[src/rtl/seq_detect_param_pkg.sv]
// Shared constants for the programmable serial pattern detector.
package seq_det_pkg;

  // Legal range of the pattern window length.
  localparam int unsigned PAT_W_MIN = 2;
  localparam int unsigned PAT_W_MAX = 32;

  // Defaults matching the fixed 4-bit detectors this block replaces.
  localparam int unsigned DEF_PAT_W   = 4;
  localparam logic [3:0]  DEF_PATTERN = 4'b0101;
  localparam int unsigned DEF_CNT_W   = 8;

endpackage

[src/rtl/seq_detect_param_sat_counter.sv]
// Saturating event counter with synchronous clear and a sticky saturation flag.
// The flag rises when an increment arrives while the count is already all-ones,
// i.e. once at least one event has been lost.
module sat_counter #(
  parameter int unsigned CNT_W = 8
) (
  input  logic             clk,
  input  logic             reset,
  input  logic             clr,
  input  logic             inc,
  output logic [CNT_W-1:0] cnt,
  output logic             sat
);

  // Clear has priority over a same-cycle increment.
  always_ff @(posedge clk) begin
    if (reset || clr) begin
      cnt <= '0;
      sat <= 1'b0;
    end else if (inc) begin
      if (cnt == '1) begin
        sat <= 1'b1;
      end else begin
        cnt <= cnt + CNT_W'(1);
      end
    end
  end

endmodule

[src/rtl/seq_detect_param.sv]
// Programmable serial pattern detector: compares a PAT_W-bit history window of
// the qualified serial input against a runtime-loadable pattern, with
// overlapping or non-overlapping detection and a saturating match count.
module seq_detect_param
  import seq_det_pkg::*;
#(
  parameter int unsigned       PAT_W   = DEF_PAT_W,
  parameter logic [PAT_W-1:0]  PATTERN = PAT_W'(DEF_PATTERN),
  parameter int unsigned       CNT_W   = DEF_CNT_W
) (
  input  logic             clk,
  input  logic             reset,
  input  logic             din,
  input  logic             din_valid,
  input  logic             overlap,
  input  logic             pat_load,
  input  logic [PAT_W-1:0] pat_in,
  input  logic             clr_cnt,
  output logic             y,
  output logic [CNT_W-1:0] match_cnt,
  output logic             cnt_sat
);

  if (PAT_W < PAT_W_MIN || PAT_W > PAT_W_MAX) begin : g_bad_pat_w
    $error("seq_detect_param: PAT_W must be in 2..32");
  end

  localparam int unsigned      FILL_W    = $clog2(PAT_W + 1);
  localparam logic [FILL_W-1:0] FILL_FULL = FILL_W'(PAT_W);

  logic [PAT_W-1:0]  hist, hist_n, hist_shift;
  logic [FILL_W-1:0] fill, fill_n, fill_inc;
  logic [PAT_W-1:0]  pat;
  logic              hit;

  // Next window/fill and match decision; a load flushes the window and drops din.
  always_comb begin
    hist_shift = {hist[PAT_W-2:0], din};
    fill_inc   = (fill == FILL_FULL) ? fill : fill + FILL_W'(1);
    hist_n     = hist;
    fill_n     = fill;
    hit        = 1'b0;
    if (pat_load) begin
      hist_n = '0;
      fill_n = '0;
    end else if (din_valid) begin
      hit    = (fill_inc == FILL_FULL) && (hist_shift == pat);
      hist_n = hist_shift;
      // Non-overlapping mode only needs the fill reset; the stale history
      // cannot match again until PAT_W fresh bits have replaced it.
      fill_n = (hit && !overlap) ? '0 : fill_inc;
    end
  end

  // Window, fill, pattern and registered match pulse.
  always_ff @(posedge clk) begin
    if (reset) begin
      hist <= '0;
      fill <= '0;
      pat  <= PATTERN;
      y    <= 1'b0;
    end else begin
      hist <= hist_n;
      fill <= fill_n;
      if (pat_load) begin
        pat <= pat_in;
      end
      y <= hit;
    end
  end

  sat_counter #(
    .CNT_W (CNT_W)
  ) u_cnt (
    .clk   (clk),
    .reset (reset),
    .clr   (clr_cnt),
    .inc   (hit),
    .cnt   (match_cnt),
    .sat   (cnt_sat)
  );

endmodule

[config.mk]
export PLATFORM = sky130hd
export DESIGN_NAME = seq_detect_param
export DESIGN_NICKNAME = d
export VERILOG_FILES = /design/src/rtl/seq_detect_param_pkg.sv /design/src/rtl/seq_detect_param_sat_counter.sv /design/src/rtl/seq_detect_param.sv
export SDC_FILE = /design/constraint.sdc
export NUM_CORES = 1
export LEC_CHECK = 0
export BUFFER_PORTS_ARGS = -buffer_cell sky130_fd_sc_hd__buf_4
export CAP_MARGIN = 20
export CORE_MARGIN = 8
export CORE_UTILIZATION = 43
export CTS_CLUSTER_DIAMETER = 100
export DETAILED_ROUTE_END_ITERATION = 6
export GPL_ROUTABILITY_DRIVEN = 0
export GPL_TIMING_DRIVEN = 0
export PLACE_DENSITY = 0.61
export SLEW_MARGIN = 40
export SYNTH_ARGS = -nofsm -noshare
export SYNTH_HDL_FRONTEND = slang
export SYNTH_HIERARCHICAL = 1
export SYNTH_SLANG_ARGS = --single-unit
export TNS_END_PERCENT = 1
[constraint.sdc]
create_clock -name clk -period 3.1 [get_ports clk]
set_input_delay 0.155 -clock clk [delete_from_list [all_inputs] [get_ports clk]]
set_output_delay 0.155 -clock clk [all_outputs]
set_load 0.02 [all_outputs]
# After elaboration in Yosys (flattened, before gate mapping)

Index checks and enable logic that the tools add are counted.
W data, S select, Z words.

Flip-flop bits (word level): 20

Muxes and demuxes: 4
Reductions and logical operators: 7
$add $sub $neg: 2
Bitwise operators: 1
Equality and inequality tests: 4

Operators with widths:

| kind                  | count |
|---|---|
| $add A8 B1 Y8 const B | 1 |
| $eq A8 B8 Y1 const B  | 1 |
| $eq A3 B3 Y1 const B  | 2 |
| $mux W3               | 2 |
| $eq A4 B4 Y1          | 1 |
| $reduce_and A2 Y1     | 2 |
| $add A3 B1 Y3 const B | 1 |
| $logic_and A1 B1 Y1   | 2 |
| $mux W1               | 2 |
| $reduce_or A2 Y1      | 1 |
| $logic_not A1 Y1      | 1 |
| $logic_or A1 B1 Y1    | 1 |
| $not A1 Y1            | 1 |

# Logic depth before layout (Yosys ltp)

Word-level depth: 7
Mapped depth: 9
Gate-level depth less buffers: 9

# By module

The synthesis kept the hierarchy.

By module, submodules not included:

| module           | area each (um2) | instances | cells each |
|---|---|---|---|
| seq_detect_param | 533.0           | 1         | 57 |
| sat_counter      | 455.4           | 1         | 51 |

# Worst setup path before layout

No wires, ideal clock.

Path kind: register -> register
Start: reg fill[0]
End: reg u_cnt.cnt[3]
Stages on the path, launching flop included: 10
Setup slack: 0.737 ns
Clock period less this slack: 2.363 ns
Setup time: 0.074 ns
Arrival time: 2.289 ns
Cells stage by stage: dfxtp_1 > inv_1 > ha_1 > and3b_1 > or4_4 > nor3_2 > and3b_1 > nand4_1 > a2111o_1 > o21ai_0

Longest elaborated chain between the ends: 7

Ends and longest elaborated chain:

| element                                       | line                               | text |
|---|---|---|
| start, declared                               | seq_detect_param.sv:32             | `logic [FILL_W-1:0] fill, fill_n, fill_inc;` |
| start signal, assigned                        | seq_detect_param.sv:64             | `fill <= fill_n;` |
| $add A3 B1 Y3 or $eq A3 B3 Y1 (tied branches) | seq_detect_param.sv:39             | `fill_inc = (fill == FILL_FULL) ? fill : fill + FILL_W'(1);` |
| $mux W3 *                                     | seq_detect_param.sv:39             |  |
| $eq A3 B3 Y1 *                                | seq_detect_param.sv:47             | `hit = (fill_inc == FILL_FULL) && (hist_shift == pat);` |
| $logic_and A1 B1 Y1 *                         | seq_detect_param.sv:47             |  |
| $mux W1 *                                     | seq_detect_param.sv:46             | `end else if (din_valid) begin` |
| $mux W1 *                                     | seq_detect_param.sv:43             | `if (pat_load) begin` |
| via hit                                       | seq_detect_param.sv:34             | `logic hit;` |
| $reduce_and A2 Y1 (no source line) *          | n/a                                |  |
| end signal, assigned                          | seq_detect_param_sat_counter.sv:24 | `cnt <= cnt + CNT_W'(1);` |
| end, declared                                 | seq_detect_param_sat_counter.sv:11 | `output logic [CNT_W-1:0] cnt,` |

The timed path passes the listed nets; every way through them passes the cells marked *.
A chain may end at the register's enable or synchronous reset.

# Worst setup path after layout

Ends and elaborated chain as after synthesis.

==> flow_results.org <==
** Run status
- The run finished with clean final reports.

** Worst setup path
- The cell that appears most often on the critical path is and3b_1.
- Along the worst path, the maximum fanout reaches 7.
- For the worst flop-to-flop path, the logic depth is 9.
- Slowest cell on crit path :: or4_4
- STA classifies the critical path startpoint as a flop.
- Critical setup path kind :: reg2reg
- Crit path buf inv count :: 1
- For this run, the slowest stage of the critical path takes 0.51 ns.
- In this run the register-to-register setup slack is 0.55 ns.
- In this run the critical register-to-register path is launched from fill[0]$_SDFFE_PP0P_.
- Data arrival time of the critical path :: 2.80 ns
- The endpoint identified for the worst register-to-register timing path is u_cnt/cnt[3]$_SDFFE_PP0P_.
- STA classifies the critical path endpoint as a flop.
- Cell chain of the critical path :: inv_1, ha_1, and3b_1, or4_4, nor3_2, and3b_1, nand4_1, a2111o_1, o21ai_0
- Broken down by cell family, the worst path's largest delay share belongs to simple AND/OR/NAND/NOR gates.
- STA puts the critical path data required time at 3.35 ns.
- Tracing the worst setup path back leads to its startpoint at fill[0]$_SDFFE_PP0P_.

** Global route
- Global routing consumed, over all layers together, 9.93% of the routing resources.
- For met1 alone, demand over resource in global routing was 12.3%.
- The via count of the first global-routing pass was 755.
- Wire length of the first global-routing pass :: 3.31 mm
- Total overflow reported by the global router :: 0
- Number of antenna violations at the first check in global routing :: 0
- Entering global routing, the biggest net connects 13 pins.
- Layer with the highest usage after global routing :: met2
- Global-route track usage on met3 :: 3.66%
- Met2 layer usage reported by global route :: 14.3%

** Clock tree
- CTS built an H-tree with a depth of 1.
- Buffers inserted by post-CTS timing repair :: 0
- Number of buffers created by CTS :: 3
- Resized cells post-CTS :: 0
- In this run the clock root is driven by a clkbuf_4.
- Counting every sink on the clock net gives 20.
- Hold buffers post-CTS :: 0
- Buffer depth of the longest clock path :: 2
- Clock latency on the worst-skew pair :: 0.31 ns
- TritonCTS built the clock tree.
- After clock tree synthesis, the clock-pin slew on the worst setup and hold paths is 0.13 ns.

** Logic synthesis
- Synthesis handed over a netlist of 108 instances.
- Total standard cell area after synthesis :: 988 µm²
- Yosys printed 6 warnings.
- Dividing the synthesized area by the synthesized cell count gives 9.15 µm².
- Total nets after synthesis :: 122
- The top cell type by area accounts for 40.5% of the synthesized area.
- Unique masters post-synth :: 36
- In this run, synthesis produced a sequential element count of 20.
- In the post-synthesis netlist, the biggest area contributors are dfxtp_1 (41%), mux2i_1 (8.1%), nor2_1 (4.6%).
- Dominant cell type by area after synthesis :: dfxtp_1
- Sequential share of the synthesized area :: 40.5%

** STA
- Final worst path period need :: 2.55 ns
- After routing, the total negative slack on setup checks comes to 0 ns.
- Maximum operating frequency :: 392 MHz
- For the final database, setup skew stands at 0.0142 ns.
- Dividing the final minimum period by the clock period gives 82.3%.
- # setup viols final :: 0
- RSZ-0062 raised after global routing :: no
- For the pin with the worst max-slew slack, the measured transition is 0.478 ns.
- Headroom to the max-slew limit came out at 68.1%.
- The count of final hold-check violations was 0.
- Post-route setup slack :: 0.548 ns
- The number of slew-limit violations in the final report was 0.

** Finish
- 0 antenna diodes ended up in the layout.
- Commonest non-fill, non-tap cell in the layout :: dfxtp_1
- Commonest cells after routing, fill and taps aside :: dfxtp_1 (20), buf_4 (18), nor2_1 (12)
- Of the cells placed in the final design, the portion with a size suffix greater than 1 is 22.3%.
- Utilization after layout :: 55.3%
- NumNets Final :: 145
- Relative to the synthesized area, the layout overhead comes to 22.5%.

** Placed design
- Input/output buffers :: 18
- Dpl hpwl :: 1.51 mm
- OpenSTA, run right after detailed placement, puts the worst setup slack at 0.536 ns.

** Drt
- Iteration-0 DRC Markers :: 15
- First-pass detailed-route iteration total :: 4
- Detailed-route DRC error count :: 0
- After detailed routing, the number of vias per cell comes to 5.22.
- Routed wire length :: 1.98 mm
- In the final routed layout, each cell accounts on average for 12.5 µm.
- The detailed router placed 825 vias in this run.
- Number of routed nets with antenna violations :: 0

** Power and ir drop
- Leakage power total :: 0.500 nW
- The worst-case IR drop observed on VDD is 0.000266 V.
- P per Cell Area :: 428 nW/µm²
- Tot Pwr :: 519 µW

** Floorplanning
- Effective utilization at floorplan :: 45.1%
- From bottom edge to top edge, the die measures 63.9 µm.
- The floorplan has 17 rows.
- Area inside the core boundary :: 2190 µm²
- Die W :: 63.9 µm
- The die covers 4090 µm².
- 21 I/O pins were placed.

** Worst hold path
- The startpoint identified for the worst hold timing path is pat_in[0].
- Hold/Removal Path Class :: in2reg
- Along the worst hold path, the cell count comes to 2.
- Hold-critical path endpoint :: pat[0]$_SDFFE_PP1P_

** Run
- Max-cap violations in this run came to 0.
## layer usage
metal  share of wire [%]  vias to the layer above
li1                    -                      436
met1                  53                      370
met2                  40                       15
met3                 5.4                        4
met4                 1.6                        0
met5                   0                        -
## area by class of cell
cell class | count | area, µm²
buffer | 5 | 27.5
fill | 214 | 980
multi-input combinational | 81 | 553
clock buffer | 3 | 22.5
timing repair buffer | 18 | 135
tap | 28 | 35.0
clock inverter | 1 | 30.0
sequential | 20 | 400
inverter | 2 | 7.51
## cells in the mapped netlist, drive strengths merged
cell type  count
and3b          2
o21bai         1
clkbuf         3
or2            2
inv            2
nor2b          2
nor2          12
nor3           4
a2111o         1
a31oi          3
nand2          9
xnor2          5
a21oi          5
nor3b          1
a41oi          1
o21ai          2
or4            1
a311oi         1
xor2           1
and4           2
nand3          2
buf            2
nand4          2
or3            1
a211oi         3
and3           3
dfxtp         20
a211o          2
a21boi         2
ha             3
mux2i          8
## cells by family (layout without fill, tap and decap cells)
group | after synthesis | after routing | synth area share (%)
xor+xnor | 6 | 6 | 5.32
flops | 20 | 20 | 40.5
compound gates | 21 | 21 | 15.4
fa+ha+maj | 3 | 3 | 3.80
simple gates | 43 | 43 | 23.3
buf+inv | 7 | 29 | 3.54
mux | 8 | 8 | 8.10
## worst max-delay path by stage
stage	to	slack [ns]	depth (start not counted)
4_1_cts	u_cnt/cnt[3]$_SDFFE_PP0P_	0.52	9
6_report	u_cnt/cnt[3]$_SDFFE_PP0P_	0.55	9
2_1_floorplan	u_cnt/cnt[3]$_SDFFE_PP0P_	0.74	9
3_3_place_gp	u_cnt/cnt[3]$_SDFFE_PP0P_	0.56	9
5_1_grt	u_cnt/cnt[3]$_SDFFE_PP0P_	0.37	9
3_5_place_dp	u_cnt/cnt[3]$_SDFFE_PP0P_	0.54	9
## state kept, by name, summed over array words and instances (netlist names)
name and count:
pat 4, hist 3, y 1, u_cnt/sat 1, u_cnt/cnt 8, fill 3
## worst register-to-register path: cells and delay by family (launching register included)
| family | cells | cell delay [ns] |
|---|---|---|
| DFF | 1 | 0.33 |
| and+or+nand+nor | 5 | 1.40 |
| AOI/OAI and AO/OA | 2 | 0.49 |
| buffers and inverters | 1 | 0.11 |
| adders and majority gates | 1 | 0.17 |
## report_power, final
group | leakage (nW) | internal, mW | switching [mW] | total (mW)
clock network | 0.0279 | 0.131 | 0.0852 | 0.216
registers | 0.162 | 0.262 | 0.00313 | 0.265
logic | 0.310 | 0.0199 | 0.0179 | 0.0379
## stage by stage
step                hold slack [ns]  cells  cell area, µm²
detailed placement            0.367    154            1160
floorplan                     0.227    108             988
global route                 0.0613    158            1210
global placement              0.360    154            1160
finish                       0.0540    158            1210
CTS                          0.0389    158            1210
Power figures use the tool's default switching activity.
